### config.mk
export PLATFORM = sky130hd
export DESIGN_NAME = core_lsu_ctrl
export DESIGN_NICKNAME = d
export VERILOG_FILES = /design/src/rtl/core_lsu_ctrl.sv
export SDC_FILE = /design/constraint.sdc
export NUM_CORES = 1
export LEC_CHECK = 0
export ABC_AREA = 1
export ABC_CLOCK_PERIOD_IN_PS = 2800
export CORE_MARGIN = 2
export CORE_UTILIZATION = 25
export DETAILED_ROUTE_END_ITERATION = 8
export GPL_TIMING_DRIVEN = 1
export PLACE_DENSITY_LB_ADDON = 0.15
export SKIP_CTS_REPAIR_TIMING = 1
export SYNTH_ARGS = -nofsm -noshare
export SYNTH_HDL_FRONTEND = slang
export SYNTH_SLANG_ARGS = --single-unit
### constraint.sdc
create_clock -name clk -period 2.8 [get_ports clk]
set_input_delay 0.42 -clock clk [delete_from_list [all_inputs] [get_ports clk]]
set_output_delay 0.42 -clock clk [all_outputs]
set_load 0.1 [all_outputs]
### src/rtl/core_lsu_ctrl.sv
// MEM-stage load/store sequencer: drives one req/gnt/rvalid bus transaction per
// aligned access, aligns store lanes, extends load data and stalls the pipeline.
module core_lsu_ctrl #(
  parameter int DATA_W  = 64,
  parameter int TIMEOUT = 255
) (
  input  logic              clk,
  input  logic              rst,
  input  logic              mem_read_i,
  input  logic              mem_write_i,
  input  logic [2:0]        read_type_i,
  input  logic [1:0]        write_type_i,
  input  logic [DATA_W-1:0] addr_i,
  input  logic [DATA_W-1:0] wdata_i,
  output logic              stall_o,
  output logic [DATA_W-1:0] rdata_o,
  output logic              rdata_valid_o,
  output logic              misalign_o,
  output logic              bus_err_o,
  output logic              bus_req_o,
  output logic              bus_we_o,
  output logic [DATA_W-1:0] bus_addr_o,
  output logic [DATA_W-1:0] bus_wdata_o,
  output logic [7:0]        bus_strb_o,
  input  logic              bus_gnt_i,
  input  logic              bus_rvalid_i,
  input  logic [DATA_W-1:0] bus_rdata_i
);

  typedef enum logic [1:0] {IDLE, REQ, WAIT_R, DONE} state_t;

  state_t            state;
  logic [7:0]        tmo_cnt;
  logic [2:0]        rtype_q;
  logic [2:0]        lane_q;

  logic              access;
  logic              aligned;
  logic [1:0]        size_code;
  logic [2:0]        lane;
  logic [7:0]        strb;
  logic              timeout_hit;
  logic [DATA_W-1:0] shifted_rdata;
  logic [DATA_W-1:0] ext_rdata;

  // Size code 0..3 = 1/2/4/8 bytes; read type 111 shares LD's low bits.
  always_comb begin
    access    = mem_read_i | mem_write_i;
    lane      = addr_i[2:0];
    size_code = mem_read_i ? read_type_i[1:0] : write_type_i;
    aligned   = 1'b1;
    strb      = 8'hFF;
    case (size_code)
      2'd0: begin aligned = 1'b1;             strb = 8'h01 << lane; end
      2'd1: begin aligned = ~lane[0];         strb = 8'h03 << lane; end
      2'd2: begin aligned = (lane[1:0] == 2'b00); strb = 8'h0F << lane; end
      default: begin aligned = (lane == 3'b000); strb = 8'hFF; end
    endcase

    stall_o    = 1'b0;
    misalign_o = 1'b0;
    case (state)
      IDLE: begin
        stall_o    = access & aligned;
        misalign_o = access & ~aligned;
      end
      REQ, WAIT_R: stall_o = 1'b1;
      default: stall_o = 1'b0;
    endcase

    timeout_hit = (tmo_cnt == 8'(TIMEOUT - 1));
  end

  always_comb begin
    shifted_rdata = bus_rdata_i >> {lane_q, 3'b000};
    ext_rdata     = shifted_rdata;
    case (rtype_q)
      3'b000: ext_rdata = {{(DATA_W-8){shifted_rdata[7]}}, shifted_rdata[7:0]};
      3'b001: ext_rdata = {{(DATA_W-16){shifted_rdata[15]}}, shifted_rdata[15:0]};
      3'b010: ext_rdata = {{(DATA_W-32){shifted_rdata[31]}}, shifted_rdata[31:0]};
      3'b100: ext_rdata = {{(DATA_W-8){1'b0}}, shifted_rdata[7:0]};
      3'b101: ext_rdata = {{(DATA_W-16){1'b0}}, shifted_rdata[15:0]};
      3'b110: ext_rdata = {{(DATA_W-32){1'b0}}, shifted_rdata[31:0]};
      default: ext_rdata = shifted_rdata;
    endcase
  end

  // The timeout counter keeps running from REQ into WAIT_R, so TIMEOUT bounds the whole access.
  always_ff @(posedge clk) begin
    if (rst) begin
      state         <= IDLE;
      tmo_cnt       <= 8'd0;
      rtype_q       <= 3'b000;
      lane_q        <= 3'b000;
      rdata_o       <= '0;
      rdata_valid_o <= 1'b0;
      bus_err_o     <= 1'b0;
      bus_req_o     <= 1'b0;
      bus_we_o      <= 1'b0;
      bus_addr_o    <= '0;
      bus_wdata_o   <= '0;
      bus_strb_o    <= 8'h00;
    end else begin
      rdata_valid_o <= 1'b0;
      bus_err_o     <= 1'b0;
      case (state)
        IDLE: begin
          if (access && aligned) begin
            state       <= REQ;
            tmo_cnt     <= 8'd0;
            bus_req_o   <= 1'b1;
            bus_we_o    <= mem_write_i;
            bus_addr_o  <= {addr_i[DATA_W-1:3], 3'b000};
            bus_wdata_o <= wdata_i << {lane, 3'b000};
            bus_strb_o  <= strb;
            rtype_q     <= read_type_i;
            lane_q      <= lane;
          end
        end
        REQ: begin
          tmo_cnt <= tmo_cnt + 8'd1;
          if (bus_gnt_i) begin
            bus_req_o <= 1'b0;
            state     <= bus_we_o ? DONE : WAIT_R;
          end else if (timeout_hit) begin
            bus_req_o <= 1'b0;
            bus_err_o <= 1'b1;
            rdata_o   <= '0;
            state     <= DONE;
          end
        end
        WAIT_R: begin
          tmo_cnt <= tmo_cnt + 8'd1;
          if (bus_rvalid_i) begin
            rdata_o       <= ext_rdata;
            rdata_valid_o <= 1'b1;
            state         <= DONE;
          end else if (timeout_hit) begin
            bus_err_o <= 1'b1;
            rdata_o   <= '0;
            state     <= DONE;
          end
        end
        DONE:    state <= IDLE;
        default: state <= IDLE;
      endcase
    end
  end

endmodule
==> results of run 1 <==
==> layout by cell type (no fill, tap or decap), drive strengths merged, types with 26 or more instances in the layout <==
master and n:
a21oi 133, buf 264, clkbuf 41, clkdlybuf4s50 197, dfxtp 217, inv 88
nand2 581, nand3 189, nand4 38, nor2 66, o211ai 26, o21ai 195
o22ai 39
==> registers in the layout (all words and copies together) (netlist names) <==
name / flops
bus_err_o: 1
tmo_cnt: 8
bus_we_o: 1
state: 2
bus_strb_o: 8
bus_wdata_o: 64
rdata_valid_o: 1
rtype_q: 3
bus_addr_o: 61
bus_req_o: 1
lane_q: 3
rdata_o: 64
==> where the power goes <==
| group | switching, mW | internal, mW |
|---|---|---|
| clock network | 1.46 | 2.36 |
| registers | 0.213 | 3.42 |
| logic | 4.26 | 1.47 |
==> cell families (layout without fill, tap and decap cells) <==
family                     Yosys count  in the layout  share of synthesized area
and+or+nand+nor                    885            885                     0.3214
AOI/OAI and AO/OA                  417            417                     0.1959
buffers and inverters              234            602                    0.08991
DFF                                217            217                     0.3752
adders and majority gates           11             11                    0.01189
xor gates and xnor gates             6              6                   0.004539
other                                1              9                  0.0003239
muxes                                1              1                  0.0008645
==> Yosys cell counts (all sizes together), types with 2 or more instances <==
library cell,n,area share
nor3,2,0.0018
o21ai,195,0.084
a31oi,5,0.0027
a211oi,2,0.0013
ha,11,0.012
inv,88,0.029
or2,8,0.0043
dfxtp,217,0.38
nand3,189,0.083
o211ai,26,0.017
a21oi,133,0.058
buf,92,0.043
clkbuf,53,0.017
nand2,581,0.19
xor2,5,0.0038
o22ai,39,0.021
nor2,66,0.022
a221oi,2,0.0015
o31ai,9,0.0058
o21a,3,0.0019
nand4,38,0.021
==> worst min-delay path: stages <==
cell and delay [ns]:
dlymetal6s2s_1 0.17, inv_2 0.08, buf_4 0.10, o22ai_1 0.07
==> layout make-up <==
cell class	instances	area [µm²]	area share
Inverter	89	341.6	0.02024
Multi-Input combinational cell	1323	6242	0.3699
Clock inverter	8	170.2	0.01008
Tap cell	600	750.7	0.04449
Antenna cell	6	15.01	0.0008898
Sequential cell	217	4345	0.2575
Clock buffer	41	809.5	0.04798
Timing Repair Buffer	464	4199	0.2489
==> final timing paths <==
kind / from / to / slack, ns / cells after the start
setup / recovery: write_type_i[1] / misalign_o / 0.20 / 11
hold / removal: read_type_i[0] / rtype_q[0] / 0.34 / 4
setup reg to reg: lane_q[1] / rdata_o[59] / 0.56 / 9
hold reg to reg: rdata_o[37] / rdata_o[37] / 0.46 / 2
==> per-layer routing <==
metal	wire, µm	vias up	GRT usage
li1	-	6640	-
met1	23500	6217	0.2842
met2	23390	444	0.3246
met3	3723	61	0.04075
met4	1044	6	0.06239
met5	36	-	0
==> results by group, run 1 <==
Placed design
  – Hpwl dp: 38990 µm
  – Worst slack at placement: -0.2003 ns
  – DP Cell Count: 2693
  – Dpl cell area: 15850 µm²
  – GPL Wtd Cong: 0.9114
  – Number of port buffers: 405

Flow run
  – Max-Cap Viols: 0

Worst setup path
  – CP cell instances: clkdlybuf4s50_1, o21ai_2, inv_1, ha_2, nor2_1, o211ai_2, nand2_2, inv_2, buf_4, nor2_2, buf_12
  – Critical path type: in2out
  – Buf+Inv Stages, Crit Path: 5
  – Worst Path Required: 2.38 ns
  – Delay-heaviest family, CP: buffers and inverters
  – Max stage delay cell, worst path: clkdlybuf4s50_1
  – Critical Path Fanout Max: 4
  – Crit-path max cell delay: 0.42 ns
  – Setup crit end kind: output pin
  – Critical path launch point type: input port
  – Crit path arrival time: 2.18 ns

Die
  – Core Area: 45580 µm²
  – Chip height: 219.2 µm
  – Initial Util: 0.2540
  – Die X: 219.2 µm
  – Die ar.: 48050 µm²
  – Row cnt: 78
  – Io pins: 409

Worst hold path
  – Min-Delay Path Class: in2reg

GRT
  – Initial antenna violation count: 9
  – Vias in the first global route: 12710
  – First-pass GRT wire length: 76640 µm
  – Total track usage: 0.2065
  – Pin count of the biggest net entering global routing: 98
  – Gr ovfl total: 0

Timing
  – Worst Slack Setup Final: 0.1965 ns
  – Fin crit period: 2.604 ns
  – Max Fclk: 384.1 MHz
  – Final hold vios: 0
  – Slew at the pin closest to its max-slew limit: 0.9986 ns
  – Fin Setup TNS: 0 ns
  – Rel. slew slack: 0.3318
  – RSZ-0062 raised after global routing: no
  – Clk_skew: 0.03398 ns
  – Setup violators final: 0
  – Period utilisation layout: 0.9298
  – Worst hold slack: 0.3383 ns
  – Final Max Slew Viols: 0

Yosys
  – Mapped cell area: 11580 µm²
  – Register area share after synthesis: 0.3752
  – Yosys warns: 0
  – Async SR Flop Fraction: 0
  – Post-synth EDFFs: 0
  – Netlist cell types: 42
  – FF+latch count, synth: 217
  – Top_reg_cell synth: dfxtp_1
  – Mapped Cells: 1772
  – Avg Cell Area, Syn: 6.534 µm²

Pwr
  – P_leak: 7.393 nW
  – Final Total Pwr: 13.18 mW
  – Pwr/cell area: 781.2 nW/µm²
  – Max rail drop VDD: 0.5091 mV

CTS
  – Clock-pin slew on the worst setup and hold paths: 0.06 ns
  – H-tree Lvls: 1
  – CTS root buffer: clkbuf_16
  – Sink Count: 217
  – Clock latency at the later pin of the worst-skew pair: 0.58 ns
  – CTS Buffer Depth: 3
  – TritonCTS buffer count: 28
  – CTS tree: done

Routing
  – Initial drt markers: 1140
  – Final ANT Viol Nets: 0
  – Vias per inst: 4.865
  – DRC violations left: 0
  – Initial DRT Pass Iterations: 6
  – Wirelength, routed: 51700 µm
  – WL/cell: 18.81 µm
  – Vias: 13370

Final layout
  – Fill count: 4879
  – Final core occ: 0.3702
  – Synth-to-layout area growth: 45.73%
  – Finished Layout Cells: 2748
  – Final nets: 2337
  – Post-route cell area: 16870 µm²
  – Share of post-route cells with drive strength above 1: 0.1606

Outcome
  – Status: completed
(Power assumes the default switching activity.)
==> run 2, diff against run 1 <==
- ABC_CLOCK_PERIOD_IN_PS: 2800 -> 2080
- clock period: 2.8 -> 2.08 ns (I/O delays scaled with it)
==> run 2 against run 1 <==
Net effect: die area is the same; clock skew fell by 0.021 ns; combinational power rose by 42%; utilization up 1.7 points; sequential cell count did not move; register-to-register slack worse by 0.42 ns; first-iteration DRC count down 14%; sequential power up 36%; sequential share of layout area down 1.1 points; critical path type is now reg2out; largest power group unchanged.
==> results by group, run 2 (synthesized netlist as in run 1, its figures left out) <==
CTS
  – CTS root buffer: clkbuf_16
  – CTS tree: done
  – H-tree Lvls: 1
  – Clock latency at the later pin of the worst-skew pair: 0.56 ns
  – Sink Count: 217
  – TritonCTS buffer count: 28
  – Clock-pin slew on the worst setup and hold paths: 0.06 ns
  – CTS Buffer Depth: 3

Die
  – Chip height: 219.2 µm
  – Initial Util: 0.2540
  – Row cnt: 78
  – Io pins: 409
  – Die X: 219.2 µm
  – Core Area: 45580 µm²
  – Die ar.: 48050 µm²

Pwr
  – Final Total Pwr: 18.50 mW
  – Pwr/cell area: 1047 nW/µm²
  – P_leak: 7.831 nW
  – Max rail drop VDD: 0.8041 mV

Worst setup path
  – Critical Path Fanout Max: 4
  – Crit-path max cell delay: 0.36 ns
  – Critical path launch point type: flop
  – Crit path arrival time: 1.73 ns
  – Crit path launch: state[1]
  – Worst R2R Setup Slack: 0.14 ns
  – Setup crit end kind: output pin
  – Cell count of the worst reg-to-reg path: 10
  – Worst Path Required: 1.77 ns
  – Setup crit end: stall_o
  – CP cell instances: inv_2, ha_4, clkinvlp_4, a21oi_4, buf_12
  – Reg-to-reg endpoint: rdata_o[55]
  – Max stage delay cell, worst path: dfxtp_4
  – Worst reg2reg startpoint: state[1]
  – Critical path type: reg2out

Timing
  – Clk_skew: 0.01300 ns
  – Final hold vios: 0
  – Slew at the pin closest to its max-slew limit: 0.8186 ns
  – Rel. slew slack: 0.4542
  – Setup violators final: 0
  – Max Fclk: 490.6 MHz
  – RSZ-0062 raised after global routing: yes
  – Final Max Slew Viols: 0
  – Worst Slack Setup Final: 0.04155 ns
  – Period utilisation layout: 0.9800
  – Fin crit period: 2.038 ns
  – Worst hold slack: 0.1575 ns

Final layout
  – Most frequent cells in the layout: nand2_1 (575), buf_4 (299), dfxtp_1 (213)
  – Area of the multi-input gates: 6291 µm²
  – Storage cell area: 4357 µm²
  – Synth-to-layout area growth: 52.54%
  – Finished Layout Cells: 2813
  – Commonest non-fill, non-tap cell in the layout: nand2_1
  – Final core occ: 0.3875
  – Fill count: 4827
  – Largest regs: bus_wdata_o (64), rdata_o (64), bus_addr_o (61)
  – Final nets: 2405
  – Share of post-route cells with drive strength above 1: 0.1954

Routing
  – Initial DRT Pass Iterations: 5
  – DRC violations left: 0
  – WL/cell: 18.41 µm
  – Wirelength, routed: 51790 µm
  – Vias per inst: 4.872
  – Initial drt markers: 983
  – Vias: 13710
  – Final ANT Viol Nets: 0

Placed design
  – GPL Wtd Cong: 0.9170
  – DP Cell Count: 2747
  – Worst slack at placement: -0.4870 ns
  – Hpwl dp: 38970 µm
  – Number of port buffers: 405

Flow run
  – Max-Cap Viols: 0

GRT
  – Vias in the first global route: 13320
  – First-pass GRT wire length: 77290 µm
  – Initial antenna violation count: 1
  – Gr ovfl total: 0
  – Pin count of the biggest net entering global routing: 94
  – Total track usage: 0.2067

Outcome
  – Status: completed

Worst hold path
  – Min-Delay Path Class: in2reg
run 2: final cells by class:
class                      count  share of cell area
multi-input combinational   1323              0.3562
timing repair buffer         532              0.2754
sequential                   217              0.2467
clock buffer                  39             0.04661
tap                          600             0.04251
inverter                      89             0.02054
clock inverter                11             0.01183
antenna                        2           0.0002834
run 2: worst min-delay path by stage:
stage / startpoint / cells after the start / endpoint / slack (ns)
after floorplan: addr_i[10] / 2 / bus_addr_o[10] / 0.42
after detailed placement: bus_req_o / 2 / bus_req_o / 0.44
after global placement: bus_req_o / 2 / bus_req_o / 0.44
after CTS: rst / 2 / bus_strb_o[7] / -0.02
after global routing: read_type_i[1] / 4 / rtype_q[1] / 0.15
final: read_type_i[1] / 4 / rtype_q[1] / 0.16
run 2: report_power, final:
part | total [mW] | internal, mW | switching, mW
clock | 5.43 | 3.48 | 1.95
combinational | 8.15 | 2.32 | 5.82
sequential | 4.92 | 4.61 | 0.312
run 2: through the flow:
step	area, µm²	setup TNS (ns)
floorplan	11640	-0.3077
global placement	16430	-57.89
detailed placement	16430	-60.72
CTS	17460	-0.7850
global route	17660	-0.03945
finish	17660	0
run 2: layer usage:
layer	routed length [µm]	global-route usage
met1	21750	0.2588
met2	25400	0.3632
met3	3154	0.02911
met4	1488	0.06734
met5	0	0
run 2: worst max-delay path, delay by kind of cell, from the launching register on:
family	cells	cell delay, ns
AOI/OAI and AO/OA	1	0.18
DFF	1	0.36
adders and majority gates	1	0.28
buffers and inverters	3	0.35
==> run 3, diff against run 2 <==
- GPL_TIMING_DRIVEN: 1 -> 0
==> run 3 against run 2 <==
Net effect: clock-buffer cell count shrank 2; wire length up 21%; die area did not move; sequential cell count unchanged; highest routed layer is now met5; the flow now finishes with violations (setup timing); hold slack got worse by 0.080 ns.
==> results by group, run 3 (synthesized netlist as in run 1, its figures left out) <==
Outcome
  – Status: complete, but fails checks
  – Failing checks: setup timing

GRT
  – Initial antenna violation count: 3
  – Total track usage: 0.2532
  – Vias in the first global route: 13960
  – Gr ovfl total: 0
  – Pin count of the biggest net entering global routing: 14
  – First-pass GRT wire length: 90130 µm

Die
  – Io pins: 409
  – Core Area: 45580 µm²
  – Die ar.: 48050 µm²
  – Chip height: 219.2 µm
  – Row cnt: 78
  – Initial Util: 0.2540
  – Die X: 219.2 µm

Timing
  – Slew at the pin closest to its max-slew limit: 1.062 ns
  – Fin crit period: 2.353 ns
  – Worst hold slack: 0.07738 ns
  – Period utilisation layout: 1.131
  – Rel. slew slack: 0.2906
  – Clk_skew: 0.01718 ns
  – Final Max Slew Viols: 0
  – Setup violators final: 1
  – Fin Setup TNS: -0.2733 ns
  – Max Fclk: 424.9 MHz
  – Final hold vios: 0
  – Worst Slack Setup Final: -0.2733 ns
  – RSZ-0062 raised after global routing: yes

Worst setup path
  – CP cell instances: inv_2, ha_4, o21ai_4, inv_2, nand2_8, buf_12, buf_12, a21oi_4, buf_12
  – Buf+Inv Stages, Crit Path: 5
  – Critical path type: reg2out
  – Max stage delay cell, worst path: dfxtp_2
  – Crit-path max cell delay: 0.35 ns
  – Critical Path Most Common Cell: buf_12
  – Critical path launch point type: flop
  – Crit path arrival time: 2.04 ns
  – Delay-heaviest family, CP: buffers and inverters
  – Critical Path Fanout Max: 10
  – Worst Path Required: 1.77 ns
  – Setup crit end kind: output pin

Routing
  – WL/cell: 22.16 µm
  – Vias per inst: 5.029
  – Initial DRT Pass Iterations: 5
  – Initial drt markers: 1155
  – Final ANT Viol Nets: 0
  – DRC violations left: 0
  – Vias: 14240
  – Wirelength, routed: 62770 µm

Final layout
  – Final nets: 2427
  – Share of post-route cells with drive strength above 1: 0.09507
  – Largest regs: bus_wdata_o (64), rdata_o (64), bus_addr_o (61)
  – Commonest non-fill, non-tap cell in the layout: nand2_1
  – Most frequent cells in the layout: nand2_1 (572), dfxtp_1 (215), clkdlybuf4s50_1 (194)
  – Synth-to-layout area growth: 55.86%

CTS
  – CTS root buffer: clkbuf_16
  – Sink Count: 217
  – Clock-pin slew on the worst setup and hold paths: 0.05 ns
  – Clock latency at the later pin of the worst-skew pair: 0.56 ns
  – CTS tree: done
  – CTS Buffer Depth: 3
  – TritonCTS buffer count: 28
  – H-tree Lvls: 1

Worst hold path
  – Min-Delay Path Class: in2reg

Flow run
  – Max-Cap Viols: 0

Placed design
  – Number of port buffers: 402
  – GPL Wtd Cong: 0.9634
  – Hpwl dp: 50160 µm

Pwr
  – Pwr/cell area: 1009 nW/µm²
  – Max rail drop VDD: 0.9565 mV
  – P_leak: 10.50 nW
==> run 3: cell types whose count changed in the layout (fill, tap and decap cells not counted), sizes merged <==
cell	delta
clkbuf	+74
buf	-241
inv	+2
clkinv	-1
bufinv	-2
dlygate4sd3	-1
dlymetal6s2s	+188
==> run 3: area by class of cell <==
cell class	instances	area, µm²
Fill cell	4822	27530
Multi-Input combinational cell	1323	6346
Timing Repair Buffer	410	4517
Sequential cell	217	4347
Clock buffer	37	805.8
Buffer	144	763.2
Tap cell	600	750.7
Inverter	89	351.6
Clock inverter	10	160.2
Antenna cell	2	5.005
==> run 3: through the flow <==
stage	total power, mW	area, µm²	std cells	setup slack [ns]	util
floorplan	10.40	11640	1774	-0.1883	-
global placement	12.98	16410	2776	-1.806	0.3601
detailed placement	12.99	16410	2776	-1.846	0.3601
CTS	18.17	17380	2823	-1.856	0.3813
global route	18.98	18050	2832	-0.3611	0.3960
finish	18.21	18050	2832	-0.2733	0.3960
==> run 3: worst paths after layout <==
kind	start	endpoint	slack, ns	cells past startpoint
worst min register to register	bus_req_o	bus_req_o	0.45	2
worst max-delay path	state[1]	stall_o	-0.27	9
worst min-delay path	read_type_i[1]	rtype_q[1]	0.08	3
worst max register to register	lane_q[1]	rdata_o[17]	0.06	7
==> run 3: worst register-to-register path, delay by kind of cell, from the launching register on <==
family	cells	cell delay (ns)
AO/OA/AOI/OAI	3	0.54
buffers and inverters	2	0.76
flip-flops	1	0.38
AND/OR/NAND/NOR	2	0.21
==> run 3: where the power goes <==
group / internal (mW) / switching [mW]
registers: 4.60 / 0.277
logic: 2.13 / 6.10
clock network: 3.19 / 1.91
==> run 3: routing by layer <==
metal | GRT usage | vias to the layer above | share of wire | routed length [µm]
li1 | - | 6831 | - | -
met1 | 0.3154 | 6714 | 0.42 | 26380
met2 | 0.4266 | 567 | 0.47 | 29390
met3 | 0.04435 | 129 | 0.063 | 3923
met4 | 0.1119 | 2 | 0.049 | 3052
met5 | 0 | - | 0.00019 | 12
